$ cat src/rtl/fifo_uart_tx.sv
// UART 8N1 transmitter that drains a first-word-fall-through byte FIFO, one pop per frame.
// Optional parity bit between data and stop when UART_TX_PARITY_EN is defined.
module fifo_uart_tx #(
  parameter int DATA_BITS     = 8,
  parameter int CLKS_PER_BAUD = 868,
  parameter int PARITY_ODD    = 0
) (
  input  logic                 clk,
  input  logic                 i_rst,
  input  logic                 i_enable,
  input  logic [DATA_BITS-1:0] i_fifo_data,
  input  logic                 i_fifo_empty,
  output logic                 o_fifo_rd,
  output logic                 o_tx,
  output logic                 o_busy
);

  localparam int BAUD_W = $clog2(CLKS_PER_BAUD);
  localparam int BIT_W  = $clog2(DATA_BITS);
  localparam logic [BAUD_W-1:0] BAUD_LAST = BAUD_W'(CLKS_PER_BAUD - 1);
  localparam logic [BIT_W-1:0]  BIT_LAST  = BIT_W'(DATA_BITS - 1);

  typedef enum logic [2:0] {
    ST_IDLE,
    ST_START,
    ST_DATA,
`ifdef UART_TX_PARITY_EN
    ST_PARITY,
`endif
    ST_STOP
  } state_e;

  state_e                state_q, state_d;
  logic [BAUD_W-1:0]     baud_cnt_q, baud_cnt_d;
  logic [BIT_W-1:0]      bit_cnt_q, bit_cnt_d;
  logic [DATA_BITS-1:0]  shreg_q, shreg_d;
  logic                  tx_q, tx_d;
  logic                  busy_q, busy_d;
  logic                  baud_done;
  logic                  load;

`ifdef UART_TX_PARITY_EN
  logic                  parity_q, parity_d;
`else
  logic                  unused_parity_odd;
  assign unused_parity_odd = PARITY_ODD[0];
`endif

  assign baud_done = (baud_cnt_q == BAUD_LAST);
  // A new frame may start from idle or seamlessly on the last stop-bit cycle.
  assign load = i_enable && !i_fifo_empty && !i_rst &&
                ((state_q == ST_IDLE) || ((state_q == ST_STOP) && baud_done));

  assign o_fifo_rd = load;
  assign o_tx      = tx_q;
  assign o_busy    = busy_q;

  always_comb begin
    state_d    = state_q;
    baud_cnt_d = baud_cnt_q;
    bit_cnt_d  = bit_cnt_q;
    shreg_d    = shreg_q;
    tx_d       = tx_q;
    busy_d     = busy_q;
`ifdef UART_TX_PARITY_EN
    parity_d   = parity_q;
`endif

    if (state_q != ST_IDLE) begin
      baud_cnt_d = baud_done ? '0 : baud_cnt_q + 1'b1;
    end

    case (state_q)
      ST_START: begin
        if (baud_done) begin
          state_d   = ST_DATA;
          tx_d      = shreg_q[0];
          shreg_d   = shreg_q >> 1;
          bit_cnt_d = '0;
        end
      end
      ST_DATA: begin
        if (baud_done) begin
          if (bit_cnt_q == BIT_LAST) begin
`ifdef UART_TX_PARITY_EN
            state_d = ST_PARITY;
            tx_d    = parity_q;
`else
            state_d = ST_STOP;
            tx_d    = 1'b1;
`endif
          end else begin
            tx_d      = shreg_q[0];
            shreg_d   = shreg_q >> 1;
            bit_cnt_d = bit_cnt_q + 1'b1;
          end
        end
      end
`ifdef UART_TX_PARITY_EN
      ST_PARITY: begin
        if (baud_done) begin
          state_d = ST_STOP;
          tx_d    = 1'b1;
        end
      end
`endif
      ST_STOP: begin
        if (baud_done) begin
          state_d = ST_IDLE;
          tx_d    = 1'b1;
          busy_d  = 1'b0;
        end
      end
      default: begin
        tx_d = 1'b1;
      end
    endcase

    // Load wins over the STOP->IDLE transition so back-to-back frames have no gap.
    if (load) begin
      state_d    = ST_START;
      baud_cnt_d = '0;
      bit_cnt_d  = '0;
      shreg_d    = i_fifo_data;
      tx_d       = 1'b0;
      busy_d     = 1'b1;
`ifdef UART_TX_PARITY_EN
      parity_d   = (^i_fifo_data) ^ PARITY_ODD[0];
`endif
    end
  end

  always_ff @(posedge clk) begin
    if (i_rst) begin
      state_q    <= ST_IDLE;
      baud_cnt_q <= '0;
      bit_cnt_q  <= '0;
      shreg_q    <= '0;
      tx_q       <= 1'b1;
      busy_q     <= 1'b0;
`ifdef UART_TX_PARITY_EN
      parity_q   <= 1'b0;
`endif
    end else begin
      state_q    <= state_d;
      baud_cnt_q <= baud_cnt_d;
      bit_cnt_q  <= bit_cnt_d;
      shreg_q    <= shreg_d;
      tx_q       <= tx_d;
      busy_q     <= busy_d;
`ifdef UART_TX_PARITY_EN
      parity_q   <= parity_d;
`endif
    end
  end

endmodule

$ cat config.mk
export PLATFORM = sky130hd
export DESIGN_NAME = fifo_uart_tx
export DESIGN_NICKNAME = d
export VERILOG_FILES = /design/src/rtl/fifo_uart_tx.sv
export SDC_FILE = /design/constraint.sdc
export NUM_CORES = 1
export LEC_CHECK = 0
export ABC_AREA = 0
export CAP_MARGIN = 25
export CORE_ASPECT_RATIO = 0.8
export CORE_MARGIN = 3
export CORE_UTILIZATION = 49
export DETAILED_ROUTE_END_ITERATION = 8
export PLACE_DENSITY = 0.74
export SYNTH_ARGS = -nofsm -noshare
export SYNTH_HDL_FRONTEND = slang
export SYNTH_SLANG_ARGS = --single-unit
export TNS_END_PERCENT = 20
$ cat constraint.sdc
create_clock -name clk -period 1.74 [get_ports clk]
set_clock_uncertainty 0.05 [all_clocks]
set_input_delay 0.261 -clock clk [delete_from_list [all_inputs] [get_ports clk]]
set_output_delay 0.261 -clock clk [all_outputs]
set_load 0.1 [all_outputs]
Yosys cells after proc, flatten, opt, wreduce, memory -nomap -nowiden
Index checks and enable logic that the tools add are counted.
{"block": "word_totals", "reg_bits": 26, "inputBits": 12, "output_inout_bits": 3, "wordCells": 70}
{"block": "classes", "n_addsub": 2, "eq_ne": 15, "muxes": 24, "n_reduce_logical": 22}
{"cell": "8-bit 2-to-1 mux", "n": 4}
{"cell": "3-bit 2-to-1 mux", "n": 6}
{"cell": "8-bit one-hot mux with 2 select lines", "n": 1}
{"cell": "3-bit inequality test (second input constant)", "n": 5}
{"cell": "10-bit by 1-bit adder with 10-bit output (second input constant)", "n": 1}
{"cell": "10-bit == test (second input constant)", "n": 1}
{"cell": "10-bit 2-to-1 mux", "n": 1}
{"cell": "2-bit inequality test (second input constant)", "n": 5}
{"cell": "5-bit AND reduction", "n": 2}
{"cell": "1-bit 2-to-1 mux", "n": 9}
{"cell": "3-bit one-hot mux with 3 select lines", "n": 1}
{"cell": "3-bit nonzero test", "n": 3}
{"cell": "4-bit AND reduction", "n": 2}
{"cell": "3-bit by 2-bit == test with 1-bit output (second input constant)", "n": 2}
{"cell": "3-bit one-hot mux with 2 select lines", "n": 1}
{"cell": "2-bit nonzero test", "n": 3}
{"cell": "1-bit logical AND", "n": 4}
{"cell": "4-bit nonzero test", "n": 1}
{"cell": "3-bit by 1-bit adder with 3-bit output (second input constant)", "n": 1}
{"cell": "3-bit by 1-bit == test with 1-bit output (second input constant)", "n": 1}
{"cell": "3-bit == test (second input constant)", "n": 1}
{"cell": "3-bit zero test", "n": 1}
{"cell": "1-bit one-hot mux with 3 select lines", "n": 1}
{"cell": "3-bit AND reduction", "n": 1}
{"cell": "other kinds (4)", "n": 5}

Depth between registers and ports, before layout
Gate-level depths: netlist (run 1).
{"block": "logic_depth", "ltp_word": 6, "mapped_depth": 8, "depth_no_buf": 6}

Worst setup path after synthesis (run 1)
Ideal clock, no wire load.
{"block": "synth_path", "path_kind": "register to register", "startpoint": "register baud_cnt_q[0]", "endpoint": "register tx_q (netlist: o_tx)", "setup_time_ps": 158, "arrival_ps": 2043, "required_time_ps": 1532, "slack_ps": -511, "stages_incl_launch_ff": 8, "path_buffers": 1, "period_less_slack_ps": 2251, "path_cell_list": "dfxtp_1 ha_1 and4b_1 a41oi_2 or2_1 buf_2 inv_1 nor3_1"}
{"block": "synth_between", "elab_chain_len": 6, "word_cells_on_any_way": 9, "classes_between": "eq/ne (4); mux (1); reduce/logical (4)"}
{"element": "start: declaration", "line_no": "34", "text": "logic [BAUD_W-1:0] baud_cnt_q, baud_cnt_d;"}
{"element": "start signal: assignment", "line_no": "146", "text": "baud_cnt_q <= baud_cnt_d;"}
{"element": "10-bit == test (*)", "line_no": "49", "text": "assign baud_done = (baud_cnt_q == BAUD_LAST);"}
{"element": "1-bit logical AND (*)", "line_no": "52", "text": "((state_q == ST_IDLE) || ((state_q == ST_STOP) && baud_done));"}
{"element": "1-bit logical OR (*)", "line_no": "52"}
{"element": "1-bit logical AND (*)", "line_no": "51", "text": "assign load = i_enable && !i_fifo_empty && !i_rst &&"}
{"element": "net o_fifo_rd", "line_no": "13", "text": "output logic o_fifo_rd,"}
{"element": "3-bit inequality test (no line)"}
{"element": "3-bit AND reduction (no line)"}
{"element": "end signal: assignment", "line_no": "149", "text": "tx_q <= tx_d;"}
{"element": "end: declaration", "line_no": "37", "text": "logic tx_q, tx_d;"}
Mark *: on every way through the listed nets, which the timed path passes. The rest lies on a longest branch.
A chain may end at the register's enable or synchronous reset.

Worst setup path in the final report (run 1)
{"block": "layout_path", "startpoint": "register baud_cnt_q[0]", "endpoint": "output port o_fifo_rd"}
{"block": "layout_between", "elab_chain_len": 4}
{"element": "10-bit == test", "line_no": "49"}
{"element": "1-bit logical AND", "line_no": "52"}
{"element": "1-bit logical OR", "line_no": "52"}
{"element": "1-bit logical AND", "line_no": "51"}
{"element": "end: declaration", "line_no": "13"}
Every way passes these cells.

==> results.yml, run 1 <==
sta:
  tightestPinTransition_ps: 319
  final_min_period_over_clock_period_pct: 116
  finalHoldViolCount: 0
  setup_ws_ps: -278
  rsz0062_at_grt: "yes"
  finalCriticalPeriod_ps: 2020
  max_freq_mhz: 495
  max_slew_margin_pct: 78.8
  setup_violations: 9
  timing.final.max_slew_violations: 0
power:
  switching_share_pct: 28.1
  share_comb_of_total_power_pct: 17.4
  p_leak_uw: 0.000650
  p_per_area_nw_per_um2: 606
  clockPowerShare_pct: 26.3
  seqPwrFrac_pct: 56.3
  intPower_uw: 763
  vdd_drop_max_v: 0.000551
  power_switching_uw: 298
critical_path:
  setup.reg_to_reg.worst_slack_ps: -50
  reg2reg_to: "state_q[0]"
  crit_path_end_kind: "output pin"
  reg2reg_depth: 7
  timing.critical_path.arrival_ps: 1710
  path_max_fanout: 2
  worstReg2RegStart: "baud_cnt_q[0]"
  path_class: "reg2out"
  critical_path.startpoint_type: "flip-flop"
  worstPathRequired_ps: 1430
floorplanning:
  fp-row-count: 16
  die_width_um: 64.3
  io_pins: 15
  die-height_um: 52.6
  design.core.area_um2: 2520
  initial_core_util_pct: 52.8
  design.die.area_um2: 3390
clock_network:
  tritoncts: "built"
  cts.path.max_buffers: 2
  clock_insertion_delay_worst_skew_ps: 330
  cts-htree-levels: 1
  clkSlewWorstSetupHoldPaths_ps: 140
  clock_buffer_count_from_cts: 3
  clock-root-buffer: "clkbuf_4"
  postCtsHoldBufs: 0
  cts_sinks: 25
routing:
  routed_wire_length_um: 3300
  ant_nets: 0
  routed-wl-met3_um: 147
  wl_per_cell_um: 14.8
  route.detailed.vias_per_inst: 5.77
  routed-wl-met2_um: 1590
  route.vias.total: 1282
  routedLengthMet1_um: 1530
  drc: 0
  highest_routed_metal_layer: "met4"
  detailedRoute.firstPassIterationCount: 4
  drt_first_iter_violations: 73
flow_run:
  drv.max_cap_violation_count: 0
synthesis:
  post_synth_edffs: 0
  seq_area_frac_synth_pct: 37.6
  yosys.cell_types.count: 36
  synth.net_count: 175
  mappedNetlistArea_um2: 1330
  synth_async_reset_ratio_pct: 0
  synth.most_common_cell: "dfxtp_1"
  synth-warning-count: 0
  synth.area.top_cells: "dfxtp_1 38%, ha_1 7.5%, o21ai_0 4.9%"
  synth_ff_type: "dfxtp_1"
  synth_top_cell_by_area: "dfxtp_1"
  synthDominantCellAreaShare_pct: 37.6
  synth_cells: 155
  synth-seq-cells: 25
  synth_common_cells: "25 x dfxtp_1, 13 x o21ai_0, 10 x nand3_1, 10 x nor2_1, 10 x nor3_1"
  post_synth.cell_area_avg_um2: 8.60
global_routing:
  grt_first_pass_wirelength_um: 5620
  antenna_found_initial: 0
  grtUsageTotal_pct: 21.4
  grt.overflow.total: 0
  grt_pass1_vias: 1175
  grt_start_max_net_pins: 16
placed_design:
  portBuffers: 14
  placed_cells: 214
  gp_congestion: 0.839
  dpl_cell_area_um2: 1650
  dp_hpwl_um: 2340
finish:
  utilization_pct: 69.5
  instances_no_fill: 222
  postLayoutCellArea_um2: 1750
  num_antenna_cells: 0
  total_area_of_multi_input_combinational_cells_um2: 798
  area_delta_synth_final_pct: 31.5
  area.sequential_um2: 510
  drive_gt1_share_pct: 24.2
  layout.filler_cells: 211
  final_net_count: 207
status:
  violations: "setup timing"
  run_status: "finished, violations left"
min_path:
  hold_class: "reg2reg"
  timing.hold.worst.start: "bit_cnt_q[1]"
  worstHoldPathCells: 2
  min_to: "bit_cnt_q[1]"
## registers in the layout, summed over array words and instances, names as in the netlist
| register | count |
|---|---|
| state_q | 2 |
| shreg_q | 8 |
| bit_cnt_q | 3 |
| o_tx | 1 |
| o_busy | 1 |
| baud_cnt_q | 10 |
## cells by family (layout without fill, tap and decap cells)
kind of cell / Yosys count / in the layout / share of synthesized area (%)
compound gates: 38 / 38 / 18.8
buf+inv: 15 / 46 / 5.16
xor+xnor: 9 / 9 / 5.92
flops: 25 / 25 / 37.6
simple gates: 60 / 60 / 25.1
fa+ha+maj: 8 / 8 / 7.51
## layer usage
layer / vias up / GRT usage, %
li1: 631 / -
met1: 614 / 28.8
met4: 0 / 5.26
met5: - / 0
met2: 32 / 35.1
met3: 5 / 4.51
## cells in the final DEF, fill, tap and decap left out, types with 3 or more instances in the layout
cell type,Yosys,layout
buf_4,0,22
and3_1,3,3
nor2_1,10,10
ha_1,8,5
clkbuf_4,0,3
nand2b_1,3,3
nand3b_1,3,3
nand4_1,4,4
xor2_1,7,7
buf_12,0,3
o21ai_0,13,12
nor3_1,10,9
nand2_1,5,5
nand3_1,10,10
a21oi_1,9,9
clkdlybuf4s50_1,0,11
a311oi_1,7,7
dfxtp_1,25,21
## layout make-up
cell class                 count  share of cell area [%]
tap                           36                    2.57
inverter                       5                    1.28
clock buffer                   3                    1.28
sequential                    25                    29.1
timing repair buffer          37                    19.8
multi-input combinational    115                    45.5
clock inverter                 1                   0.428
## critical path: stages (launching register included)
cell and delay, ps:
dfxtp_2 380, ha_4 140, and4b_1 220, a41oi_2 110
or2_4 270, clkinvlp_4 90, buf_12 170
## worst max-delay path by stage
| stage | start | to | depth (start not counted) |
|---|---|---|---|
| 6_report | baud_cnt_q[0] | o_fifo_rd | 6 |
| 5_1_grt | baud_cnt_q[0] | o_fifo_rd | 6 |
| 4_1_cts | baud_cnt_q[1] | o_fifo_rd | 6 |
| 3_5_place_dp | i_fifo_empty | o_fifo_rd | 6 |
| 3_3_place_gp | i_fifo_empty | o_fifo_rd | 6 |
| 2_1_floorplan | state_q[1] | o_tx | 8 |
## power groups by stage
stage                     Combinational (uW)  Sequential (uW)  Clock, uW
after floorplan                         73.6              630          0
after global placement                   167              611          0
after detailed placement                 170              611          0
after CTS                                176              600        284
after global routing                     196              599        314
final                                    185              598        279
## repair_timing
action / in CTS / in global routing
pin swaps: 3 / 3
setup buffers: 2 / 2
setup endpoints to repair: 9 / 16
gates resized for setup: 5 / 6
## per-stage QoR
| stage | total power [uW] | setup slack [ps] | setup TNS, ps | hold slack, ps |
|---|---|---|---|---|
| 4_1_cts | 1060 | -353 | -355 | 449 |
| 3_3_place_gp | 778 | -104 | -332 | 411 |
| 5_1_grt | 1110 | -347 | -2340 | 478 |
| 2_1_floorplan | 704 | -215 | -364 | 387 |
| 6_report | 1060 | -278 | -571 | 448 |
| 3_5_place_dp | 781 | -138 | -822 | 429 |
Note: power is estimated with default switching activity, not from simulation.
==> run 2: changes to the inputs <==
CORE_ASPECT_RATIO = 0.5   (was 0.8)
GPL_TIMING_DRIVEN = 0   (was unset)
SETUP_SLACK_MARGIN = 0.15   (was unset)
==> run 2 against run 1 <==
Effect of this change: the flow still finishes with violations (setup timing); largest power group unchanged; final cell count is 2.7% lower; highest routed layer unchanged; worst setup slack got worse by 67 ps; sequential share of layout area grew 0.44 points; cell area shrank 1.0%; critical endpoint unchanged; first-iteration DRC count fell by 34%; non-clock buffer count shrank 5; utilization increased by 3.2 points; maximum frequency decreased by 3.2%.
==> results.yml, run 2 (synthesis results as in run 1) <==
power:
  p_per_area_nw_per_um2: 638
  vdd_drop_max_v: 0.000448
  power.total_uw: 1110
  p_leak_uw: 0.000625
clock_network:
  clock_buffer_count_from_cts: 3
  cts_sinks: 25
  clock_insertion_delay_worst_skew_ps: 270
  cts.path.max_buffers: 2
  clkSlewWorstSetupHoldPaths_ps: 80
  clock-root-buffer: "clkbuf_8"
  tritoncts: "built"
  cts-htree-levels: 1
routing:
  wl_per_cell_um: 14.9
  route.vias.total: 1260
  ant_nets: 0
  drc: 0
  routed_wire_length_um: 3210
  route.detailed.vias_per_inst: 5.83
  drt_first_iter_violations: 48
  detailedRoute.firstPassIterationCount: 5
sta:
  setup_violations: 24
  finalHoldViolCount: 0
  rsz0062_at_grt: "yes"
  max_slew_margin_pct: 63.8
  finalCriticalPeriod_ps: 2080
  max_freq_mhz: 480
  final_min_period_over_clock_period_pct: 120
  setup_ws_ps: -345
  tightestPinTransition_ps: 546
  timing.final.max_slew_violations: 0
finish:
  final_net_count: 202
  postLayoutCellArea_um2: 1740
  largest_registers: "baud_cnt_q (10), shreg_q (8), bit_cnt_q (3)"
  area_delta_synth_final_pct: 30.2
  register_ranked_first_by_flip_flop_count: "baud_cnt_q"
  num_antenna_cells: 0
  layout.cells.most_common_list: "21 x dfxtp_1, 12 x buf_4, 12 x o21ai_0"
  layout.filler_cells: 176
  largest_reg_flops: 10
  drive_gt1_share_pct: 23.2
  mostFrequentLayoutCell: "dfxtp_1"
floorplanning:
  initial_core_util_pct: 55.8
  design.die.area_um2: 3420
  die_width_um: 79.8
  die-height_um: 42.9
  io_pins: 15
  design.core.area_um2: 2390
  fp-row-count: 12
min_path:
  timing.hold.worst.start: "bit_cnt_q[2]"
  hold_class: "reg2reg"
placed_design:
  dpl_cell_area_um2: 1560
  gp_congestion: 0.866
  pre_cts_ws_ps: -1400
  dp_hpwl_um: 2110
  portBuffers: 14
critical_path:
  worstPathRequired_ps: 1430
  cell_by_cell_listing_of_the_critical_path: "clkdlybuf4s50_1, nand2b_4, nand2b_1, buf_4, or2_1, buf_6, clkinvlp_4, buf_12"
  critical_path.startpoint_type: "primary input"
  timing.critical_path.arrival_ps: 1770
  critical_path.top_delay_family: "buffers and inverters"
  worstSetupStartpoint: "i_enable"
  crit_path_end_kind: "output pin"
  cp_slowest_cell: "clkdlybuf4s50_1"
  worstReg2RegStart: "baud_cnt_q[1]"
  path_class: "in2out"
  critical_path.max_stage_delay_ps: 520
  path_max_fanout: 10
  cp_num_buf_inv: 5
status:
  violations: "setup timing"
  run_status: "finished, violations left"
global_routing:
  grt_pass1_vias: 1111
  grt_start_max_net_pins: 14
  antenna_found_initial: 0
  grt.overflow.total: 0
  grt_first_pass_wirelength_um: 5180
  grtUsageTotal_pct: 19.3
flow_run:
  drv.max_cap_violation_count: 0
==> run 2: cell types whose count changed in the layout (fill, tap and decap cells not counted), sizes merged <==
cell	delta
buf	-10
clkbuf	+4
clkdlybuf4s15	+2
clkinvlp	-1
==> run 2: what timing repair did <==
action	CTS	global route
pin swaps	3	3
hold buffers	0	0
hold endpoints to repair	0	0
setup buffers	6	2
resized for setup	25	15
endpoints found under the setup margin	28	26
==> run 2: final timing paths <==
check / slack [ps] / to / cells after the start
max: -340 / o_fifo_rd / 8
min: 440 / bit_cnt_q[2] / 2
max reg2reg: -220 / baud_cnt_q[4] / 7
min reg2reg: 440 / bit_cnt_q[2] / 2
==> run 2: power by group <==
group	switching (uW)	internal, uW	leakage, uW
Combinational	94.5	73.7	0.000397
Clock	181	164	0.0000228
Sequential	9.43	584	0.000206
==> run 2: routing by layer <==
metal / vias up / track usage, % / share of wire [%]
met5: - / 0 / 0
met4: 0 / 3.70 / 1.1
met3: 7 / 5.93 / 3.9
met2: 28 / 30.0 / 47
met1: 608 / 26.6 / 48
li1: 617 / - / -
==> run 2: cell type report <==
class	instances	area (um2)	share of cell area [%]
timing repair buffer	22	213	12.3
buffer	10	85.1	4.90
tap	35	43.8	2.52
sequential	25	513	29.6
clock buffer	4	45.0	2.60
multi-input combinational	115	813	46.9
inverter	5	22.5	1.30
==> run 2: worst reg2reg max path: stages (launching register included) <==
cell and delay, ps:
dfxtp_2 360, ha_4 140, and4b_2 260, buf_4 120, nand3_1 230, buf_4 290
o211ai_4 300, nor2_1 100
==> run 2: through the flow <==
step           TNS [ps]  hold slack, ps  instances  utilization, %
2_1_floorplan      -326             387        155               -
3_3_place_gp      -5670             418        204            65.2
3_5_place_dp      -6070             422        204            65.2
4_1_cts           -1560             435        214            70.8
5_1_grt           -5920             469        216            72.7
6_report          -3040             436        216            72.7
